### src/rtl/oms_pkg.sv
// ---------------------------------------------------------------------------
// oms_pkg
// Shared constants, state type and helpers for the odd-multiple-storage (OMS)
// LUT multiplier.
//   LUT_DEPTH       : number of stored odd multiples (1A, 3A, ... 15A)
//   DIGIT_W         : operand digit width consumed per BUSY cycle
//   oms_state_t     : controller states
//   lut_entry_width : width needed to hold 15*A without overflow
// ---------------------------------------------------------------------------
package oms_pkg;

  localparam int LUT_DEPTH = 8;
  localparam int DIGIT_W   = 4;

  typedef enum logic [2:0] {
    EMPTY,
    LOAD,
    READY,
    BUSY,
    DONE
  } oms_state_t;

  // 15*A < 16*A, so four extra bits always suffice.
  function automatic int lut_entry_width(input int a_w);
    return a_w + 4;
  endfunction

endpackage

### src/rtl/oms_digit_decode.sv
// ---------------------------------------------------------------------------
// oms_digit_decode
// Splits a 4-bit operand digit n into n = odd * 2^shift and maps the odd
// factor to its LUT address (odd-1)/2. A zero digit raises 'zero' so the
// partial product can be forced to 0.
//   digit : 4-bit operand digit
//   addr  : LUT address of the odd factor (0..7)
//   shift : power-of-two factor (0..3)
//   zero  : digit is zero, partial product must be 0
// ---------------------------------------------------------------------------
module oms_digit_decode
  import oms_pkg::*;
(
  input  logic [DIGIT_W-1:0] digit,
  output logic [2:0]         addr,
  output logic [1:0]         shift,
  output logic               zero
);

  // The shift is the number of trailing zeros; the odd factor is what remains
  // above them, and dropping its (always set) LSB gives the address.
  always_comb begin
    addr  = '0;
    shift = '0;
    zero  = 1'b0;
    if (digit[0]) begin
      addr  = digit[3:1];
      shift = 2'd0;
    end else if (digit[1]) begin
      addr  = {1'b0, digit[3:2]};
      shift = 2'd1;
    end else if (digit[2]) begin
      addr  = {2'b00, digit[3]};
      shift = 2'd2;
    end else if (digit[3]) begin
      addr  = 3'd0;
      shift = 2'd3;
    end else begin
      zero  = 1'b1;
    end
  end

endmodule

### src/rtl/oms_lut_mult.sv
// ---------------------------------------------------------------------------
// oms_lut_mult
// Sequential OMS LUT multiplier. A loaded coefficient A is expanded into the
// eight odd multiples 1A..15A with a running adder (no multiplier). An
// operand X is then multiplied one 4-bit digit per cycle, LSB digit first,
// by accumulating shifted LUT entries.
//   clk, rst              : clock, asynchronous active-high reset
//   coef_valid/ready/coef : coefficient load handshake
//   in_valid/ready/x      : operand handshake
//   out_valid/ready       : product handshake
//   product               : A*X, held until the next result or reset
//   lut_ok                : LUT holds a complete coefficient set
// ---------------------------------------------------------------------------
module oms_lut_mult
  import oms_pkg::*;
#(
  parameter int A_W = 8,
  parameter int X_W = 16,
  parameter int P_W = A_W + X_W
) (
  input  logic           clk,
  input  logic           rst,
  input  logic           coef_valid,
  output logic           coef_ready,
  input  logic [A_W-1:0] coef,
  input  logic           in_valid,
  output logic           in_ready,
  input  logic [X_W-1:0] x,
  output logic           out_valid,
  input  logic           out_ready,
  output logic [P_W-1:0] product,
  output logic           lut_ok
);

  localparam int E_W        = lut_entry_width(A_W);
  localparam int NUM_DIGITS = X_W / DIGIT_W;
  localparam int J_W        = (NUM_DIGITS > 1) ? $clog2(NUM_DIGITS) : 1;
  localparam logic [J_W-1:0] LAST_J = J_W'(NUM_DIGITS - 1);
  localparam logic [2:0]     LAST_K = 3'(LUT_DEPTH - 1);

  oms_state_t state, state_next;

  logic coef_take;
  logic x_take;

  logic [E_W-1:0] lut [LUT_DEPTH];
  logic [E_W-1:0] run_sum;
  logic [E_W-1:0] two_a;
  logic [2:0]     k;

  logic [X_W-1:0] x_shift;
  logic [J_W-1:0] j;
  logic [P_W-1:0] acc;
  logic [P_W-1:0] product_q;
  logic           lut_ok_q;

  logic [2:0]     dig_addr;
  logic [1:0]     dig_shift;
  logic           dig_zero;
  logic [P_W-1:0] entry_ext;
  logic [P_W-1:0] partial;
  logic [P_W-1:0] acc_next;
  logic [J_W+1:0] digit_pos;

  // State register.
  always_ff @(posedge clk or posedge rst) begin
    if (rst) begin
      state <= EMPTY;
    end else begin
      state <= state_next;
    end
  end

  // Next-state and handshake outputs. A coefficient request in READY takes
  // priority over an operand, so in_ready is withdrawn combinationally while
  // coef_valid is high to keep the operand from being consumed.
  always_comb begin
    state_next = state;
    coef_ready = 1'b0;
    in_ready   = 1'b0;
    out_valid  = 1'b0;
    coef_take  = 1'b0;
    x_take     = 1'b0;
    unique case (state)
      EMPTY: begin
        coef_ready = 1'b1;
        if (coef_valid) begin
          coef_take  = 1'b1;
          state_next = LOAD;
        end
      end
      LOAD: begin
        if (k == LAST_K) state_next = READY;
      end
      READY: begin
        coef_ready = 1'b1;
        in_ready   = !coef_valid;
        if (coef_valid) begin
          coef_take  = 1'b1;
          state_next = LOAD;
        end else if (in_valid) begin
          x_take     = 1'b1;
          state_next = BUSY;
        end
      end
      BUSY: begin
        if (j == LAST_J) state_next = DONE;
      end
      DONE: begin
        out_valid = 1'b1;
        if (out_ready) state_next = READY;
      end
      default: state_next = EMPTY;
    endcase
  end

  oms_digit_decode u_digit_decode (
    .digit (x_shift[DIGIT_W-1:0]),
    .addr  (dig_addr),
    .shift (dig_shift),
    .zero  (dig_zero)
  );

  // Partial product of the current digit. digit_pos is the digit index times
  // four, i.e. the weight of the digit within X.
  always_comb begin
    entry_ext = P_W'(lut[dig_addr]);
    digit_pos = {j, 2'b00};
    partial   = '0;
    if (!dig_zero) partial = (entry_ext << dig_shift) << digit_pos;
    acc_next  = acc + partial;
  end

  // LUT fill, accumulator and result registers. During LOAD the running sum
  // steps A, 3A, 5A, ... by adding 2A, writing one entry per cycle. During
  // BUSY the operand is shifted right so the current digit is always in the
  // low nibble; the final sum is captured into the product register.
  always_ff @(posedge clk or posedge rst) begin
    if (rst) begin
      for (int i = 0; i < LUT_DEPTH; i++) lut[i] <= '0;
      run_sum   <= '0;
      two_a     <= '0;
      k         <= '0;
      x_shift   <= '0;
      j         <= '0;
      acc       <= '0;
      product_q <= '0;
      lut_ok_q  <= 1'b0;
    end else begin
      if (coef_take) begin
        run_sum  <= E_W'(coef);
        two_a    <= E_W'(coef) << 1;
        k        <= '0;
        lut_ok_q <= 1'b0;
      end
      if (state == LOAD) begin
        lut[k]  <= run_sum;
        run_sum <= run_sum + two_a;
        k       <= k + 1'b1;
        if (k == LAST_K) lut_ok_q <= 1'b1;
      end
      if (x_take) begin
        x_shift <= x;
        acc     <= '0;
        j       <= '0;
      end
      if (state == BUSY) begin
        acc     <= acc_next;
        x_shift <= x_shift >> DIGIT_W;
        j       <= j + 1'b1;
        if (j == LAST_J) product_q <= acc_next;
      end
    end
  end

  assign product = product_q;
  assign lut_ok  = lut_ok_q;

endmodule

### config.mk
export PLATFORM = sky130hd
export DESIGN_NAME = oms_lut_mult
export DESIGN_NICKNAME = d
export VERILOG_FILES = /design/src/rtl/oms_pkg.sv /design/src/rtl/oms_digit_decode.sv /design/src/rtl/oms_lut_mult.sv
export SDC_FILE = /design/constraint.sdc
export NUM_CORES = 1
export LEC_CHECK = 0
export CORE_AREA = 2 2 141 143
export DETAILED_ROUTE_END_ITERATION = 10
export DIE_AREA = 0 0 143 145
export PLACE_DENSITY = 0.76
export SLEW_MARGIN = 5
export SYNTH_ARGS = -nofsm -noshare
export SYNTH_HDL_FRONTEND = slang
export SYNTH_HIERARCHICAL = 1
export SYNTH_SLANG_ARGS = --single-unit
### constraint.sdc
create_clock -name clk -period 6.75 [get_ports clk]
set_clock_uncertainty 0.2 [all_clocks]
set_input_delay 1.35 -clock clk [delete_from_list [all_inputs] [get_ports clk]]
set_output_delay 1.35 -clock clk [all_outputs]
set_load 0.01 [all_outputs]
==> flow_summary.toml, run 1 <==
[status]
status = "completed"

[setup_path]
cp-start-kind = "register"
cp-end-kind = "register"
required_ps = 6870
crit_fanout = 20
max_stage_delay_ps = 560
crit_slowest_cell = "mux4_2"
crit_type = "reg -> reg"
arrival_ps = 5520
cp_common_cell = "mux2_2"
cp_cell_sequence = "nand2b_1 > a21oi_2 > buf_4 > mux4_2 > mux2_2 > o21ai_0 > mux2_2 > nor2_1 > a21oi_1 > o22ai_1 > ha_1 > nand3_1 > nor3_1 > nand3_1 > a21oi_2 > o21ai_2 > and2_2 > xnor3_1 > mux2_2"

[synthesis]
synth.top_cell.area_share = 0.4566
syn_avg_cell_area_sq_um = 10.76
synthFlopType = "dfrtp_1"
synth_cells = 963
ys_seq_area_frac = 0.4566
synthTopCellsByArea = "dfrtp_1 (46%), mux2_2 (12%), nand2_1 (4.7%)"
yosysWarnings = 6
synth-seq-cells = 189
synthesis.area_sq_um = 10360
synth_commonest_cells = "dfrtp_1 (189), nand2_1 (129), mux2_2 (108)"
yosysUniqueCellTypes = 76
synth_edf_count = 0
synth_nets = 1028
yosysMostFrequentCell = "dfrtp_1"
async_reset_ff_frac = 1.000
post-synth-top-area-cell = "dfrtp_1"

[sta]
holdWs_ps = 277.3
tns_ps = 0
timing.fmax_mhz = 185.4
maxSlewViolCount = 0
relSlewSlack = 0.1947
finalCriticalPeriod_ps = 5394
worst_pin_slew_ps = 1205
period_share = 0.7991
setup_violations = 0
rsz0062_at_grt = "no"
hold_viol_final = 0

[die]
initial_core_util = 0.5392
rows = 51
die_height_um = 145
die_w_um = 143
io-pin-count = 57
coreArea_sq_um = 19210
die_area_sq_um = 20740

[job]
drv_cap = 0

[cts]
cts.sinks = 189
cts_buffer_depth = 2
post-cts-setup-buffer-count = 0
cts_tree = "built"
cts_resized = 0
cts_buffers = 17
clockRootBuffer = "clkbuf_16"
cts_hold_buf = 0
h-tree-depth = 4
worstSkewPairLatency_ps = 440
clkSlewWorstSetupHoldPaths_ps = 70

[placement]
numPortBuffers = 56
dp_hpwl_um = 15130
gp_congestion = 0.8616

[route]
wl_per_cell_um = 17.50
num_vias = 7360
dr.pass1.iters = 5
ant_nets = 0
finalWirelength_um = 22210
vias_per_cell = 5.800
first_iter_violations = 503
drc = 0

[cells_and_area]
areaGrowthSynthToFinish_pct = 12.60
finalCoreUtilization = 0.6072
multi_input_area_sq_um = 5310
fin_nets = 1056
fill_cells = 1555
final_layout_size_suffix_gt1_frac = 0.1892
regArea_sq_um = 4730
diodes = 0

[power_and_ir_drop]
irDropWorstVdd_mv = 0.3978
leakage_nw = 5.295
total_power_mw = 6.941
cellPowerDensity_nw_per_um2 = 595.1

[global_routing]
grt_pass1_vias = 7303
grt_overflow_total = 0
grt_antenna_before_repair = 0
grt_pass1_wl_um = 36930
grt_max_degree = 144
grt_usage = 0.2240

[worst_hold_path]
worstHoldPathType = "reg -> reg"
sequential cells by signal, indices dropped and copies added (netlist names), 3 cells and up:
signal / cells
state: 3
lut: 96
k: 3
two_a: 8
product: 24
x_shift: 16
acc: 24
run_sum: 12
where the power goes:
part / switching, mW / internal, mW
registers: 0.400 / 1.65
logic: 2.11 / 1.78
clock network: 0.468 / 0.534
total: 2.98 / 3.96
routing by layer:
metal  track usage  share of wire  vias up
li1              -              -     3552
met1        0.2968           0.45     3651
met2        0.3730           0.50      121
met3       0.03927          0.027       36
met4       0.07376          0.023        0
met5             0              0        -
metrics by stage:
stage          instance area [sq um]  worst slack, ps  instances
6_report                       11660             1356       1269
5_1_grt                        11660            951.2       1269
4_1_cts                        11660             1373       1269
3_5_place_dp                   11080             1396       1237
3_3_place_gp                   11080             1454       1237
2_1_floorplan                  10360            57.86        963
layout by cell type, fill, tap and decap left out, drive strengths merged, types with 6 or more instances in the layout:
master and n:
dfrtp 189, nand2 129, mux2 109, o21ai 74, nor2 57, clkdlybuf4s50 56
a21oi 41, ha 34, inv 25, nand3 24, mux4 24, mux2i 21
clkbuf 18, xor2 14, nor3 12, a31oi 12, nor2b 11, xnor2 11
a21o 11, o22ai 10, buf 10, nand2b 8, a211oi 8, a22o 6
layout make-up:
type	instances	area share
Multi-Input combinational cell	700	0.4553
Sequential cell	189	0.4055
Timing Repair Buffer	66	0.05450
Clock buffer	18	0.03766
Tap cell	265	0.02843
Clock inverter	14	0.01245
Inverter	17	0.006115
critical path, delay by kind of cell, from the launching register on:
| kind | cells | cell delay [ps] |
|---|---|---|
| mux | 4 | 1350 |
| xor+xnor | 1 | 320 |
| fa+ha+maj | 1 | 450 |
| compound gates | 6 | 1130 |
| flops | 1 | 480 |
| simple gates | 6 | 950 |
| buf+inv | 1 | 380 |
worst paths after layout:
path                                         startpoint                      end  slack (ps)  depth (start not counted)
worst max-delay path             x_shift[0]$_DFFE_PP0P_  product[23]$_DFFE_PP0P_        1360                         19
worst min-delay path            product[17]$_DFFE_PP0P_  product[17]$_DFFE_PP0P_         280                          2
worst max register to register   x_shift[0]$_DFFE_PP0P_  product[23]$_DFFE_PP0P_        1360                         19
worst min register to register  product[17]$_DFFE_PP0P_  product[17]$_DFFE_PP0P_         280                          2
max in group asynchronous                           rst   run_sum[6]$_DFFE_PP0P_        3770                          3
min in group asynchronous                           rst       acc[4]$_DFFE_PP0P_        1250                          2
cells by family (layout without fill, tap and decap cells):
group,after synthesis,in the layout,share of synthesized area
compound gates,200,200,0.1226
xor+xnor,26,26,0.02331
fa+ha+maj,36,36,0.04494
buf+inv,74,115,0.03165
flops,189,189,0.4566
mux,154,154,0.1956
simple gates,284,284,0.1253
(Power assumes the default switching activity.)
==> run 2, diff against run 1 <==
--- a/config.mk
+++ b/config.mk
@@ -5,10 +5,10 @@
 export SDC_FILE = /design/constraint.sdc
 export NUM_CORES = 1
 export LEC_CHECK = 0
-export CORE_AREA = 2 2 141 143
+export CORE_AREA = 2 2 134 136
 export DETAILED_ROUTE_END_ITERATION = 10
-export DIE_AREA = 0 0 143 145
-export PLACE_DENSITY = 0.76
+export DIE_AREA = 0 0 136 138
+export PLACE_DENSITY = 0.8
 export SLEW_MARGIN = 5
 export SYNTH_ARGS = -nofsm -noshare
 export SYNTH_HDL_FRONTEND = slang
==> constraint.sdc (replaced) <==
create_clock -name clk -period 5.5 [get_ports clk]
set_clock_uncertainty 0.2 [all_clocks]
set_input_delay 1.1 -clock clk [delete_from_list [all_inputs] [get_ports clk]]
set_output_delay 1.1 -clock clk [all_outputs]
set_load 0.01 [all_outputs]
==> flow_summary.toml, run 2 (synthesis gave the netlist of run 1 again) <==
[status]
status = "completed"

[worst_hold_path]
worstHoldPathType = "reg -> reg"

[sta]
rsz0062_at_grt = "no"
relSlewSlack = 0.2598
worst_pin_slew_ps = 1107
hold_viol_final = 0
finalCriticalPeriod_ps = 5190
maxSlewViolCount = 0
setup_violations = 0
tns_ps = 0
timing.fmax_mhz = 192.7
period_share = 0.9436

[setup_path]
max_stage_delay_ps = 510
cp-end-kind = "register"
arrival_ps = 5310
required_ps = 5620
crit_buf_inv = 1
cp_cell_sequence = "nand2b_1 > a21oi_4 > buf_12 > mux4_2 > mux2_2 > mux2i_1 > mux2_2 > nand2_1 > o21ai_0 > o22ai_1 > ha_2 > nand4_1 > nor3_2 > nand3_1 > a21oi_2 > o21ai_2 > and2_2 > xnor3_1 > mux2_2"
cp-start-kind = "register"
cp_common_cell = "mux2_2"
crit_slowest_cell = "mux4_2"
crit_type = "reg -> reg"
crit_fanout = 20
path_delay_family = "multiplexers"

[cells_and_area]
final_cell_mix = "dfrtp_1 (189), nand2_1 (129), mux2_2 (108)"
fin_nets = 1057
areaGrowthSynthToFinish_pct = 12.88
top_register = "lut"
final_layout_size_suffix_gt1_frac = 0.1990
finalCoreUtilization = 0.6668
diodes = 0
final_common_cell = "dfrtp_1"
largest_register_ffs = 96

[cts]
worstSkewPairLatency_ps = 440
clkSlewWorstSetupHoldPaths_ps = 70
clockRootBuffer = "clkbuf_16"
cts_hold_buf = 0
cts_buffer_depth = 2
cts_buffers = 17
h-tree-depth = 4
cts_tree = "built"
cts.sinks = 189

[placement]
gp_congestion = 0.8780
dp_hpwl_um = 15490
numPortBuffers = 56

[job]
drv_cap = 0

[global_routing]
grt_overflow_total = 0
grt_usage = 0.2532
grt_pass1_vias = 7458
grt_max_degree = 136
grt_antenna_before_repair = 0
grt_pass1_wl_um = 37560

[die]
die_height_um = 138
io-pin-count = 57
rows = 49
initial_core_util = 0.5907
coreArea_sq_um = 17530
die_w_um = 136
die_area_sq_um = 18770

[route]
ant_nets = 0
first_iter_violations = 477
vias_per_cell = 5.986
drc = 0
finalWirelength_um = 22510
wl_per_cell_um = 18.24
dr.pass1.iters = 6
num_vias = 7387

[power_and_ir_drop]
cellPowerDensity_nw_per_um2 = 737.8
irDropWorstVdd_mv = 0.4422
leakage_nw = 5.293
## run 2: cell types whose count changed in the layout (fill, tap and decap cells not counted), moves of 2 or more
cell / delta
ha_2: +5
mux2i_2: +3
inv_8: -2
ha_1: -5
o21ai_1: +2
o21ai_0: -2
buf_4: -2
buf_12: +2
mux2i_1: -3
## run 2: per-layer routing
layer | global-route usage | wire [um] | part of all wire
met1 | 0.3403 | 10110 | 0.45
met2 | 0.4155 | 11160 | 0.50
met5 | 0 | 0 | 0
met3 | 0.04767 | 746 | 0.033
met4 | 0.08443 | 493 | 0.022
## run 2: worst paths after layout
kind | slack, ps | endpoint | depth (start not counted) | start
min | 280 | product[17]$_DFFE_PP0P_ | 2 | product[17]$_DFFE_PP0P_
max in group asynchronous | 3320 | x_shift[10]$_DFFE_PP0P_ | 3 | rst
max reg2reg | 310 | product[23]$_DFFE_PP0P_ | 19 | x_shift[0]$_DFFE_PP0P_
max | 310 | product[23]$_DFFE_PP0P_ | 19 | x_shift[0]$_DFFE_PP0P_
min reg2reg | 280 | product[17]$_DFFE_PP0P_ | 2 | product[17]$_DFFE_PP0P_
min in group asynchronous | 790 | acc[0]$_DFFE_PP0P_ | 2 | rst
## run 2: through the flow
step | worst slack (ps) | hold WS, ps | instances | area (sq um) | power [mW]
6_report | 310.1 | 278.2 | 1234 | 11690 | 8.626
5_1_grt | 4.105 | 305.4 | 1234 | 11690 | 9.308
4_1_cts | 159.7 | 286.0 | 1234 | 11650 | 8.546
3_5_place_dp | 223.9 | 270.0 | 1202 | 11070 | 7.299
3_3_place_gp | 381.0 | 258.2 | 1202 | 11070 | 7.135
2_1_floorplan | 802.5 | 244.6 | 963 | 10360 | 6.139
## run 2: layout make-up
cell class                      count  area (sq um)
Clock buffer                       20         456.7
Clock inverter                     12         125.1
Fill cell                        1340          5843
Inverter                           17         67.56
Multi-Input combinational cell    700          5350
Sequential cell                   189          4730
Tap cell                          229         286.5
Timing Repair Buffer               67         675.6
## run 2: repair_timing
item / 4_1_cts / 5_1_grt
setup buffers: 0 / 0
endpoints found under the setup margin: 0 / 5
resized for setup: 0 / 15
## run 2: power by group
part / internal, mW / total [mW] / switching [mW] / leakage, nW
Combinational: 2.25 / 4.85 / 2.60 / 2.62
Clock: 0.663 / 1.22 / 0.561 / 0.288
Sequential: 2.02 / 2.55 / 0.530 / 2.39
Total: 4.93 / 8.63 / 3.69 / 5.29
## run 2: worst register-to-register path: stages, from the launching register on
cell	delay [ps]
dfrtp_1	470
nand2b_1	230
a21oi_4	180
buf_12	210
mux4_2	530
mux2_2	300
mux2i_1	230
mux2_2	220
nand2_1	50
o21ai_0	120
o22ai_1	160
ha_2	430
nand4_1	200
nor3_2	200
nand3_1	190
a21oi_2	240
o21ai_2	110
and2_2	220
xnor3_1	330
mux2_2	260
==> run 3, diff against run 2 <==
--- a/config.mk
+++ b/config.mk
@@ -6,8 +6,10 @@
 export NUM_CORES = 1
 export LEC_CHECK = 0
 export CORE_AREA = 2 2 134 136
+export CTS_CLUSTER_SIZE = 14
 export DETAILED_ROUTE_END_ITERATION = 10
 export DIE_AREA = 0 0 136 138
+export GPL_TIMING_DRIVEN = 0
 export PLACE_DENSITY = 0.8
 export SLEW_MARGIN = 5
 export SYNTH_ARGS = -nofsm -noshare
==> flow_summary.toml, run 3 (synthesis gave the netlist of run 1 again) <==
[route]
ant_nets = 0
dr.pass1.iters = 5
drc = 0
vias_per_cell = 6.073
first_iter_violations = 549
finalWirelength_um = 24190
num_vias = 7786
wl_per_cell_um = 18.87

[sta]
finalCriticalPeriod_ps = 5303
hold_viol_final = 0
timing.fmax_mhz = 188.6
tns_ps = 0
period_share = 0.9642
maxSlewViolCount = 0
worst_pin_slew_ps = 975.8
setup_violations = 0
relSlewSlack = 0.3481

[cells_and_area]
final_layout_size_suffix_gt1_frac = 0.1890
final_cell_mix = "dfrtp_1 (189), nand2_1 (129), mux2_2 (108)"
top_register = "lut"
largest_register_ffs = 96
diodes = 0
fill_cells = 1323
areaGrowthSynthToFinish_pct = 15.29
fin_nets = 1105
final_common_cell = "dfrtp_1"

[worst_hold_path]
worstHoldPathType = "reg -> reg"
min_from = "product[15]$_DFFE_PP0P_"
hold_depth = 2

[setup_path]
crit_slowest_cell = "or4b_1"
cp-end-kind = "register"
max_stage_delay_ps = 530
critPathLaunch = "x_shift[0]$_DFFE_PP0P_"
crit_type = "reg -> reg"
cp-start-kind = "register"
ff2ff_path_depth = 20
worstReg2RegStart = "x_shift[0]$_DFFE_PP0P_"
required_ps = 5670
crit_fanout = 10
cp_cell_sequence = "nand2b_1 > a21oi_2 > buf_8 > mux4_2 > mux2_2 > o21ai_0 > mux2_2 > inv_1 > o21ai_0 > o22ai_1 > ha_1 > buf_2 > a21oi_2 > o21ai_1 > a31o_1 > a311oi_4 > or2_1 > a31oi_1 > or4b_1 > nand3_1"
arrival_ps = 5470

[die]
die_area_sq_um = 18770
coreArea_sq_um = 17530
die_height_um = 138
io-pin-count = 57
initial_core_util = 0.5907
rows = 49
die_w_um = 136

[cts]
clkSlewWorstSetupHoldPaths_ps = 70
clockRootBuffer = "clkbuf_16"
cts.sinks = 189
cts_hold_buf = 0
cts_buffer_depth = 2
cts_tree = "built"
worstSkewPairLatency_ps = 440
cts_buffers = 17
h-tree-depth = 4

[global_routing]
grt_pass1_vias = 7791
grt_overflow_total = 0
grt_antenna_before_repair = 0
grt_pass1_wl_um = 40160
grt_usage = 0.2721
grt_max_degree = 42

[power_and_ir_drop]
leakage_nw = 5.405
cellPowerDensity_nw_per_um2 = 740.5
irDropWorstVdd_mv = 0.4858
total_power_mw = 8.843

[placement]
numPortBuffers = 56
gp_congestion = 0.8953
dp_hpwl_um = 17330

[status]
status = "completed"

[job]
drv_cap = 0
run 3: changes by cell type in the layout (fill, tap and decap cells not counted), sizes merged:
cell and change:
clkinvlp -1, clkinv +5, buf +14, clkbuf +31, inv -1
run 3: final timing paths:
check,end,slack [ps]
setup / recovery,acc[22]$_DFFE_PP0P_,200
hold / removal,product[15]$_DFFE_PP0P_,280
setup reg to reg,acc[22]$_DFFE_PP0P_,200
hold reg to reg,product[15]$_DFFE_PP0P_,280
max in group asynchronous,lut[55]$_DFFE_PP0P_,3200
min in group asynchronous,lut[24]$_DFFE_PP0P_,980
run 3: per-layer routing:
metal	vias up	GRT usage	part of all wire
li1	3661	-	-
met3	36	0.03557	0.036
met2	198	0.4491	0.50
met1	3891	0.3724	0.44
met5	-	0	0
met4	0	0.09375	0.024
run 3: cell type report:
class | count | area, sq um | share of cell area
multi-input cells | 700 | 5329 | 0.4462
clock inverters | 15 | 191.4 | 0.01603
repair buffers | 61 | 648.1 | 0.05427
clock buffers | 17 | 425.4 | 0.03562
inverters | 17 | 67.56 | 0.005658
flip-flops and latches | 189 | 4730 | 0.3961
well taps | 229 | 286.5 | 0.02399
plain buffers | 54 | 264.0 | 0.02211
run 3: critical path, delay by kind of cell (launching register included):
kind	cells	cell delay (ps)
AO/OA/AOI/OAI	9	1820
multiplexers	3	1030
AND/OR/NAND/NOR	4	980
flip-flops	1	460
buffers and inverters	3	430
adder cells (fa/ha/maj)	1	300
run 3: metrics by stage:
stage,setup WS (ps),instance area (sq um),std cells,hold slack [ps],util
after floorplan,802.5,10360,963,244.6,-
after global placement,3.843,11210,1248,258.4,0.6392
after detailed placement,-50.49,11290,1252,267.0,0.6438
after CTS,21.45,11910,1283,285.7,0.6794
after global routing,-16.51,11940,1282,310.8,0.6810
final,197.1,11940,1282,277.9,0.6810
run 3: repair_timing:
action | CTS | global route
buffers inserted | 0 | 1
gates resized for setup | 3 | 8
pin swaps | 0 | 2
endpoints found under the setup margin | 1 | 5
run 3: where the power goes:
| group | switching [mW] | internal, mW |
|---|---|---|
| logic | 2.80 | 2.30 |
| registers | 0.448 | 2.02 |
| clock network | 0.612 | 0.656 |
